==> src/rtl/axis_frame_stream_engine.sv <==
// AXI-Stream frame adapter around a fixed-latency, non-stallable pixel core.
// Tracks line/frame position, tags beats with SOF/EOL, and retimes results via a credit-guarded FIFO.
module axis_frame_stream_engine #(
   parameter int DATA_W     = 32,
   parameter int FRAME_W    = 720,
   parameter int FRAME_H    = 480,
   parameter int CNT_W      = 10,
   parameter int CORE_LAT   = 4,
   parameter int FIFO_DEPTH = 16
) (
   input  logic                axi_Mclk,
   input  logic                reset,
   input  logic                enable,
   input  logic [DATA_W-1:0]   s_axis_tdata,
   input  logic                s_axis_tvalid,
   output logic                s_axis_tready,
   input  logic                s_axis_tlast,
   output logic [DATA_W-1:0]   m_axis_tdata,
   output logic                m_axis_tvalid,
   input  logic                m_axis_tready,
   output logic [DATA_W/8-1:0] m_axis_tkeep,
   output logic                m_axis_tlast,
   output logic                m_axis_tuser,
   output logic                core_pix_en,
   output logic [DATA_W-1:0]   core_din,
   input  logic [DATA_W-1:0]   core_dout,
   output logic [CNT_W-1:0]    hs_cnt,
   output logic [CNT_W-1:0]    vs_cnt,
   output logic                busy,
   output logic                frame_intr,
   output logic                err_tlast
);
   localparam int KEEP_W = DATA_W / 8;
   localparam int PTR_W  = $clog2(FIFO_DEPTH);
   localparam int CW     = PTR_W + 1;
   localparam int SW     = CW + 1;

   typedef enum logic [1:0] {IDLE, RUN, DRAIN, DONE} state_t;

   state_t                     state_reg, state_next;
   logic                       s_ready_reg, s_ready_next;
   logic [CNT_W-1:0]           hs_cnt_reg, vs_cnt_reg;
   logic                       err_reg;
   logic                       accept, sof, eol, last_pix;
   logic [CORE_LAT-1:0]        pipe_vld_reg, pipe_vld_next;
   logic [CORE_LAT-1:0][1:0]   pipe_tag_reg, pipe_tag_next;
   logic [CW-1:0]              inflight_reg, inflight_next;
   logic [CW-1:0]              fifo_cnt_reg, fifo_cnt_next;
   logic [PTR_W-1:0]           wr_ptr_reg, rd_ptr_reg;
   logic [DATA_W+1:0]          fifo_mem [FIFO_DEPTH];
   logic [DATA_W+1:0]          head;
   logic                       push, pop, m_valid, fifo_full;
   logic [SW-1:0]              credit_sum;

   assign accept   = s_axis_tvalid & s_ready_reg;
   assign eol      = (hs_cnt_reg == CNT_W'(FRAME_W - 1));
   assign sof      = (hs_cnt_reg == '0) && (vs_cnt_reg == '0);
   assign last_pix = eol && (vs_cnt_reg == CNT_W'(FRAME_H - 1));

   // Tag/valid delay line runs in lockstep with the core so each result meets its tag.
   genvar gi;
   generate
      for (gi = 0; gi < CORE_LAT; gi++) begin : g_pipe
         if (gi == 0) begin : g_head
            assign pipe_vld_next[gi] = accept;
            assign pipe_tag_next[gi] = {sof, eol};
         end else begin : g_tail
            assign pipe_vld_next[gi] = pipe_vld_reg[gi-1];
            assign pipe_tag_next[gi] = pipe_tag_reg[gi-1];
         end
      end
   endgenerate

   assign push          = pipe_vld_reg[CORE_LAT-1];
   assign m_valid       = (fifo_cnt_reg != '0);
   assign pop           = m_valid & m_axis_tready;
   assign fifo_full     = (fifo_cnt_reg == CW'(FIFO_DEPTH));
   assign inflight_next = inflight_reg + CW'(accept) - CW'(push);
   assign fifo_cnt_next = fifo_cnt_reg + CW'(push) - CW'(pop);
   // One slot is reserved for the beat that a ready asserted now could admit next cycle.
   assign credit_sum    = SW'(fifo_cnt_next) + SW'(inflight_next) + SW'(1);

   always_comb begin
      state_next   = state_reg;
      s_ready_next = 1'b0;
      case (state_reg)
         IDLE:    if (enable) state_next = RUN;
         RUN:     if (accept && last_pix) state_next = DRAIN;
         DRAIN:   if ((fifo_cnt_reg == '0) && (inflight_reg == '0)) state_next = DONE;
         DONE:    state_next = enable ? RUN : IDLE;
         default: state_next = IDLE;
      endcase
      if ((state_next == RUN) && (credit_sum < SW'(FIFO_DEPTH)))
         s_ready_next = 1'b1;
   end

   always_ff @(posedge axi_Mclk) begin
      if (reset) begin
         state_reg    <= IDLE;
         s_ready_reg  <= 1'b0;
         pipe_vld_reg <= '0;
         pipe_tag_reg <= '0;
         inflight_reg <= '0;
         fifo_cnt_reg <= '0;
         wr_ptr_reg   <= '0;
         rd_ptr_reg   <= '0;
      end else begin
         state_reg    <= state_next;
         s_ready_reg  <= s_ready_next;
         pipe_vld_reg <= pipe_vld_next;
         pipe_tag_reg <= pipe_tag_next;
         inflight_reg <= inflight_next;
         fifo_cnt_reg <= fifo_cnt_next;
         if (push) wr_ptr_reg <= wr_ptr_reg + PTR_W'(1);
         if (pop)  rd_ptr_reg <= rd_ptr_reg + PTR_W'(1);
      end
   end

   always_ff @(posedge axi_Mclk) begin
      if (push) fifo_mem[wr_ptr_reg] <= {pipe_tag_reg[CORE_LAT-1], core_dout};
   end

   always_ff @(posedge axi_Mclk) begin
      if (reset) begin
         hs_cnt_reg <= '0;
         vs_cnt_reg <= '0;
         err_reg    <= 1'b0;
      end else if ((state_reg == IDLE) && enable) begin
         hs_cnt_reg <= '0;
         vs_cnt_reg <= '0;
         err_reg    <= 1'b0;
      end else if (accept) begin
         if (eol) begin
            hs_cnt_reg <= '0;
            vs_cnt_reg <= last_pix ? '0 : vs_cnt_reg + CNT_W'(1);
         end else begin
            hs_cnt_reg <= hs_cnt_reg + CNT_W'(1);
         end
         if (s_axis_tlast != eol) err_reg <= 1'b1;
      end
   end

   assign head          = fifo_mem[rd_ptr_reg];
   assign s_axis_tready = s_ready_reg;
   assign m_axis_tvalid = m_valid;
   assign m_axis_tdata  = m_valid ? head[DATA_W-1:0] : '0;
   assign m_axis_tlast  = m_valid & head[DATA_W];
   assign m_axis_tuser  = m_valid & head[DATA_W+1];
   assign m_axis_tkeep  = {KEEP_W{m_valid}};
   assign core_pix_en   = accept;
   assign core_din      = accept ? s_axis_tdata : '0;
   assign hs_cnt        = hs_cnt_reg;
   assign vs_cnt        = vs_cnt_reg;
   assign busy          = (state_reg != IDLE);
   assign frame_intr    = (state_reg == DONE);
   assign err_tlast     = err_reg;

   // The credit scheme must never let a core result arrive at a full FIFO.
   assert property (@(posedge axi_Mclk) disable iff (reset) !(push && fifo_full));

endmodule

==> config.mk <==
export PLATFORM = sky130hd
export DESIGN_NAME = axis_frame_stream_engine
export DESIGN_NICKNAME = d
export VERILOG_FILES = /design/src/rtl/axis_frame_stream_engine.sv
export SDC_FILE = /design/constraint.sdc
export NUM_CORES = 1
export LEC_CHECK = 0
export ABC_AREA = 0
export CORE_MARGIN = 2
export CORE_UTILIZATION = 44
export DETAILED_ROUTE_END_ITERATION = 10
export PLACE_DENSITY = 0.61
export SYNTH_ARGS = -nofsm -noshare
export SYNTH_HDL_FRONTEND = slang
export SYNTH_SLANG_ARGS = --single-unit
==> constraint.sdc <==
create_clock -name axi_Mclk -period 4.48 [get_ports axi_Mclk]
set_clock_uncertainty 0.2 [all_clocks]
set_input_delay 0.896 -clock axi_Mclk [delete_from_list [all_inputs] [get_ports axi_Mclk]]
set_output_delay 0.896 -clock axi_Mclk [all_outputs]
set_load 0.005 [all_outputs]
==> out/metrics.cfg, run 1 <==
[worst_setup_path]
worstPathRequired_ns=3.38
arrival_ns=3.23
max_stage_delay_ns=0.81
crit_fanout=19
critPathTopFamily=simple AND/OR/NAND/NOR gates
critPathBufInv=3
end_kind=output pin
cp-start-kind=flop
critPathKind=flop to output pin
path_cells=inv_1, ha_1, or4b_2, nand2_4, buf_4, o22ai_1, clkdlybuf4s50_1
crit_slowest_cell=or4b_2

[placement]
place_inst=2027
place_hpwl_um=29890
place.gp.congestion=0.7715
place_ws_ns=0.4924
port_buffers=165
placed_cell_area_um2=26260

[clock_tree]
cts_tree=yes
root_buffer=clkbuf_16
cts_inserted_buffers=61
h-tree-depth=2
clock_sinks=602
insertion_delay_ns=0.60
max-clock-path-buffers=3
path_clk_slew_ns=0.06

[logic_synthesis]
synth_top_flop_cell=edfxtp_1
synth_nets=1299
yosysWarningCount=0
ys_seq_area_share_pct=73.95
syn-mean-instance-area_um2=19.67
synth_edf_count=544
async_flop_share_pct=0
synth.cell_area_um2=23660
synth_cell_type_count=48
postSynthCellCount=1203
ys_seq_elements=602

[grt]
antenna_found_initial=1
grt_overflow=0
grt_first_pass_wirelength_um=77740
grt_usage_pct=18.74
grt_pass1_vias=12556
grt_max_degree=61

[layout]
num_antenna_cells=0
nFillCells=4139
final_area_um2=28150
final_cell_count_no_fill=2138
largest_reg_flops=544
area_growth_syn_to_layout_pct=18.97
drive_above_1_share_pct=19.59
fin_nets=1500

[route]
num_vias=11883
antenna_left=0
first_iter_violations=982
drt_wl_total_um=51660
drc=0
vias_per_cell=5.558
wl_per_cell_um=24.16
dr.pass1.iters=5

[timing]
max-slew-margin-rel_pct=35.36
maxSlewViolCount=0
fmax_ghz=0.2314
whs_ns=0.2344
timing.final.ws_setup_ns=0.1578
setup_tns_ns=0
layout_min_cycle_time_ns=4.322
worst_pin_slew_ns=0.9696
final-setup-viol-count=0
fin_crit_sh_pct=96.48
finalHoldViolations=0
rsz0062_at_grt=no

[power]
power_density_nw_per_um2=490.8
ir_worst_vdd_mv=0.3286
p_leak_uw=0.008891

[floorplan]
die_area_um2=55650
pin_count=166
fp.dieH_um=235.9
num_rows=84
core_area_um2=52870
die-width_um=235.9
start_util_pct=44.76

[min_path]
hp-class=flop to flop

[status]
status=complete, no violations

[job]
max_cap_viol_count=0

[Yosys cell counts, drive strengths merged, types with 18 or more instances]
| library cell | count | area [µm²] |
|---|---|---|
| mux4 | 134 | 3018 |
| mux2i | 71 | 710.7 |
| and3 | 37 | 231.5 |
| edfxtp | 544 | 16340 |
| nor2b | 19 | 118.9 |
| inv | 25 | 93.84 |
| dfxtp | 58 | 1161 |
| clkbuf | 30 | 113.9 |
| o22ai | 36 | 225.2 |
| nand2 | 18 | 67.56 |
| ha | 24 | 300.3 |
| nor2 | 42 | 157.7 |
| buf | 34 | 165.2 |
[worst reg2reg max path, delay by kind of cell (launching register included)]
| kind | cells | cell delay, ns |
|---|---|---|
| XOR/XNOR | 1 | 0.20 |
| buffers and inverters | 1 | 0.08 |
| adder cells (fa/ha/maj) | 4 | 1.05 |
| flip-flops | 1 | 0.31 |
| AND/OR/NAND/NOR | 5 | 1.58 |
| AO/OA/AOI/OAI | 3 | 0.34 |
[logic make-up after synthesis]
kind of cell | share of synthesized area (%)
XOR/XNOR | 0.9994
adder cells (fa/ha/maj) | 1.438
AND/OR/NAND/NOR | 4.352
AO/OA/AOI/OAI | 1.835
flip-flops | 73.95
multiplexers | 15.85
buffers and inverters | 1.576
[stage by stage]
stage          total power, µW  util, %
2_1_floorplan             8151        -
3_3_place_gp              9168    49.67
3_5_place_dp              9190    49.67
4_1_cts                  13960    53.20
5_1_grt                  14420    53.25
6_report                 13820    53.25
[power breakdown]
group | internal, µW | switching (µW)
registers | 6160 | 64.4
logic | 1560 | 1260
clock network | 2720 | 2050
total | 10400 | 3370
[placed cells by master, fill, tap and decap left out, drive strengths merged, types with 13 or more instances in the layout]
master	Yosys	layout
and3	37	37
and2	17	17
inv	25	27
edfxtp	544	544
xnor2	15	15
buf	34	37
nor2b	19	19
nand2	18	18
clkbuf	30	76
mux4	134	134
nor2	42	42
clkinv	0	25
clkdlybuf4s50	0	165
mux2i	71	71
dfxtp	58	58
a21oi	13	13
ha	24	24
o22ai	36	36
[worst paths after layout]
| kind | depth (start not counted) | start | slack [ns] | to |
|---|---|---|---|---|
| setup reg to reg | 14 | fifo_cnt_reg[2] | 0.64 | s_axis_tready |
| setup / recovery | 7 | fifo_cnt_reg[2] | 0.16 | m_axis_tdata[27] |
| hold / removal | 1 | pipe_vld_reg[0] | 0.23 | pipe_vld_reg[1] |
| hold reg to reg | 1 | pipe_vld_reg[0] | 0.23 | pipe_vld_reg[1] |
[routing by layer]
layer / GRT usage (%) / vias up / part of all wire [%]
met5: 0 / - / 0.021
met3: 4.061 / 53 / 6.0
li1: - / 5278 / -
met2: 31.16 / 326 / 49
met1: 25.66 / 6224 / 44
met4: 3.783 / 2 / 1.4
[layout make-up]
type                       instances  area [µm²]  share of cell area, %
multi-input combinational        512        5827                  20.70
clock buffer                      76        1583                  5.622
timing repair buffer             202        2004                  7.120
inverter                          25       93.84                 0.3333
clock inverter                    33       274.0                 0.9734
tap                              688       860.8                  3.058
sequential                       602       17510                  62.19
[repair_timing]
action / CTS / global route
setup endpoints to repair: 18 / 1
buffers inserted: 0 / 2
hold buffers: 0 / 0
resized for setup: 2 / 0
No activity file was read; power rests on OpenSTA's default activity.
==> run 2, diff against run 1 <==
--- a/config.mk
+++ b/config.mk
@@ -8,6 +8,7 @@
 export ABC_AREA = 0
 export CORE_MARGIN = 2
 export CORE_UTILIZATION = 44
+export CTS_CLUSTER_DIAMETER = 30
 export DETAILED_ROUTE_END_ITERATION = 10
 export PLACE_DENSITY = 0.61
 export SYNTH_ARGS = -nofsm -noshare
==> out/metrics.cfg, run 2 (synthesis gave the netlist of run 1 again) <==
[worst_setup_path]
arrival_ns=3.15
startpoint=fifo_cnt_reg[2]
cp-start-kind=flop
worstReg2RegStart=fifo_cnt_reg[2]
critPathKind=flop to output pin
regToRegSetupSlack_ns=0.61
crit_fanout=19
worstPathRequired_ns=3.38
end_kind=output pin
worstRegToRegCells=14

[layout]
final_core_util_pct=57.06
drive_above_1_share_pct=24.94
final_cell_mix=edfxtp_1 (544), clkdlybuf4s50_1 (165), mux4_2 (134), clkbuf_16 (114), mux2i_1 (71)
area_growth_syn_to_layout_pct=27.50
seq_area_um2=17510
largest_reg_flops=544
multi_input_comb_area_um2=5836
fin_nets=1552
final_common_cell=edfxtp_1
num_antenna_cells=0
nFillCells=3957

[timing]
whs_ns=0.2325
finalHoldViolations=0
layout_min_cycle_time_ns=4.248
setup_tns_ns=0
fmax_ghz=0.2354
final-setup-viol-count=0
maxSlewViolCount=0
rsz0062_at_grt=no
worst_pin_slew_ns=0.9966
fin_crit_sh_pct=94.81
max-slew-margin-rel_pct=33.56

[clock_tree]
h-tree-depth=3
root_buffer=clkbuf_16
insertion_delay_ns=0.64
clock_sinks=602
cts_tree=yes
ctsHoldBuffers=0
max-clock-path-buffers=3
path_clk_slew_ns=0.05
cts_inserted_buffers=113

[placement]
place.gp.congestion=0.7715
port_buffers=165
place_hpwl_um=29890

[power]
p_comb_share_pct=16.2
p_total_uw=17480
clkPwrFrac_pct=48.1
power_density_nw_per_um2=579.4
power_frac_seq_pct=35.7
power.switching_uw=4119
ir_worst_vdd_mv=0.4673
internal_power_uw=13360
netSwitchingFraction_pct=23.56
p_leak_uw=0.009838

[grt]
grt_usage_pct=19.17
grt_overflow=0
antenna_found_initial=1
grt_max_degree=61
grt_pass1_vias=13090
grt_first_pass_wirelength_um=79450

[route]
drc=0
vias_per_cell=5.488
antenna_left=0
drt_wl_total_um=52630
dr.pass1.iters=5
num_vias=12293
wl_per_cell_um=23.50
first_iter_violations=1105

[min_path]
min_path_cells=1
min-delay-start=pipe_vld_reg[0]
hp-class=flop to flop

[floorplan]
start_util_pct=44.76
fp.dieH_um=235.9
pin_count=166
core_area_um2=52870
num_rows=84
die-width_um=235.9
die_area_um2=55650

[status]
status=complete, no violations

[job]
max_cap_viol_count=0

run 2: cell types whose count changed in the layout (fill, tap and decap cells not counted):
cell        before  now
clkbuf_16       61  114
clkinv_8         0    3
clkinv_1        12   14
nand2_4          1    0
inv_6            2    8
clkinv_2        10   18
clkbuf_1        15   12
nand2_8          0    1
bufinv_16        4   16
clkinv_4         3    9
clkinvlp_4       2   14
clkbuf_8         0    3
run 2: per-stage QoR:
step	cells	setup WS, ns	instance area, µm²
3_5_place_dp	2027	0.4924	26260
3_3_place_gp	2027	0.5338	26260
5_1_grt	2240	0.1084	30170
6_report	2240	0.2324	30170
2_1_floorplan	1203	0.8722	23660
4_1_cts	2238	0.06359	30130
run 2: final cells by class:
type | instances | share of cell area, %
clock inverter | 82 | 3.069
timing repair buffer | 202 | 6.644
multi-input combinational | 512 | 19.34
inverter | 25 | 0.3111
tap | 688 | 2.853
sequential | 602 | 58.04
clock buffer | 129 | 9.742
run 2: per-layer routing:
| metal | track usage [%] | share of wire (%) | vias up | wire (µm) |
|---|---|---|---|---|
| met5 | 0 | 0.023 | - | 12 |
| met4 | 5.906 | 1.6 | 2 | 850 |
| met3 | 4.330 | 6.6 | 70 | 3477 |
| met2 | 31.41 | 49 | 395 | 25630 |
| met1 | 25.68 | 43 | 6380 | 22660 |
| li1 | - | - | 5446 | - |
run 2: final timing paths:
| path | endpoint |
|---|---|
| worst max-delay path | m_axis_tdata[27] |
| worst min-delay path | pipe_vld_reg[1] |
| worst max register to register | s_axis_tready |
| worst min register to register | pipe_vld_reg[1] |
run 2: what timing repair did:
item / in CTS / in global routing
setup endpoints to repair: 20 / 2
resized for setup: 2 / 1
setup buffers: 0 / 2
run 2: worst max-delay path, stage by stage (launching register included):
cell and delay, ns:
dfxtp_1 0.31, inv_1 0.08, ha_1 0.14, or4b_2 0.84, nand2_8 0.32, buf_4 0.23, o22ai_1 0.12, clkdlybuf4s50_1 0.47
run 2: power by group through the flow:
stage          Combinational, µW  Clock (µW)  Sequential (µW)
2_1_floorplan               1840           0             6310
3_3_place_gp                2820           0             6350
3_5_place_dp                2840           0             6350
4_1_cts                     2860        8520             6250
5_1_grt                     3080        8810             6250
6_report                    2830        8400             6250
==> run 3, diff against run 2 <==
==> constraint.sdc (replaced) <==
create_clock -name axi_Mclk -period 5.4 [get_ports axi_Mclk]
set_clock_uncertainty 0.2 [all_clocks]
set_input_delay 1.08 -clock axi_Mclk [delete_from_list [all_inputs] [get_ports axi_Mclk]]
set_output_delay 1.08 -clock axi_Mclk [all_outputs]
set_load 0.005 [all_outputs]
==> out/metrics.cfg, run 3 (synthesis gave the netlist of run 1 again) <==
[worst_setup_path]
worstPathRequired_ns=4.12
max_stage_delay_ns=0.79
end_kind=output pin
critPathKind=flop to output pin
worstRegToRegCells=14
crit_fanout=23
cp-start-kind=flop
arrival_ns=3.60
path_cells=inv_1, ha_1, or4b_2, nand2_2, buf_4, o22ai_1, clkdlybuf4s50_1
crit_slowest_cell=or4b_2

[route]
vias_per_cell=5.495
num_vias=12265
drt_wl_total_um=51210
drc=0
antenna_left=0
first_iter_violations=893
dr.pass1.iters=5
wl_per_cell_um=22.94

[clock_tree]
root_buffer=clkbuf_16
cts_tree=yes
cts_resized=0
max-clock-path-buffers=3
path_clk_slew_ns=0.04
h-tree-depth=3
clock_sinks=602
ctsHoldBuffers=0
cts_setup_buffers=0
insertion_delay_ns=0.63
cts_inserted_buffers=113

[layout]
final_common_cell=edfxtp_1
fin_nets=1546
multi_input_comb_area_um2=5817
area_growth_syn_to_layout_pct=27.35
final_cell_mix=edfxtp_1 (544), clkdlybuf4s50_1 (165), mux4_2 (134), clkbuf_16 (116), mux2i_1 (71)
seq_area_um2=17510
nFillCells=3977
final_core_util_pct=57.00
largest_reg_flops=544
drive_above_1_share_pct=24.24

[timing]
worst_pin_slew_ns=1.011
final-setup-viol-count=0
max-slew-margin-rel_pct=32.62
fmax_ghz=0.2051
finalHoldViolations=0
layout_min_cycle_time_ns=4.875
fin_crit_sh_pct=90.28
setup_tns_ns=0
rsz0062_at_grt=no
maxSlewViolCount=0

[floorplan]
die-width_um=235.9
core_area_um2=52870
num_rows=84
die_area_um2=55650
fp.dieH_um=235.9
pin_count=166
start_util_pct=44.76

[grt]
antenna_found_initial=1
grt_pass1_vias=12903
grt_overflow=0
grt_usage_pct=18.56
grt_first_pass_wirelength_um=77200
grt_max_degree=45

[power]
p_leak_uw=0.009841
power_density_nw_per_um2=482.1
ir_worst_vdd_mv=0.2986

[min_path]
min_path_cells=1
hp-class=flop to flop

[placement]
place.gp.congestion=0.7735
port_buffers=165
place_hpwl_um=26900

[status]
status=complete, no violations

[job]
max_cap_viol_count=0

run 3: cell count changes in the layout (fill, tap and decap cells not counted), sizes merged:
cell and change:
clkinv -4, clkbuf +6, bufinv +2, clkinvlp -7
diode +1, buf -6
run 3: layout make-up:
type	instances	area share, %
Tap cell	688	2.857
Antenna cell	1	0.008305
Inverter	25	0.3114
Clock inverter	73	3.060
Sequential cell	602	58.10
Multi-Input combinational cell	512	19.30
Timing Repair Buffer	196	6.419
Clock buffer	135	9.936
run 3: worst max-delay path, delay by kind of cell, from the launching register on:
family                   cells  cell delay (ns)
buffers and inverters        3             0.91
adder cells (fa/ha/maj)      1             0.15
AND/OR/NAND/NOR              2             1.47
AO/OA/AOI/OAI                1             0.12
flip-flops                   1             0.31
run 3: path summary, 6_finish.rpt:
check | from | to | slack, ns
max | fifo_cnt_reg[3] | m_axis_tdata[16] | 0.52
min | pipe_tag_next[6] | pipe_tag_reg[6] | 0.23
max reg2reg | fifo_cnt_reg[3] | s_axis_tready | 1.56
min reg2reg | pipe_tag_next[6] | pipe_tag_reg[6] | 0.23
run 3: power by group:
group / switching, µW / internal [µW] / leakage (µW) / total, µW
clock: 2270 / 4800 / 0.00190 / 7070
sequential: 102 / 5130 / 0.00538 / 5230
combinational: 971 / 1260 / 0.00256 / 2230
run 3: metal layers:
layer	wire length, µm	GRT usage (%)	up-vias
met5	0	0	-
met4	1133	6.698	0
met3	3643	4.295	89
met2	24910	29.88	429
met1	21520	24.87	6323
li1	-	-	5424
run 3: through the flow:
step	setup WS [ns]	cell area (µm²)	std cells	total power (µW)	hold slack (ns)
2_1_floorplan	1.792	23660	1203	6763	0.2138
3_3_place_gp	1.122	26210	2023	7574	0.2160
3_5_place_dp	1.072	26210	2023	7583	0.2251
4_1_cts	0.4835	30130	2231	14690	0.2389
5_1_grt	0.3711	30130	2231	15080	0.2588
6_report	0.5248	30130	2232	14530	0.2341
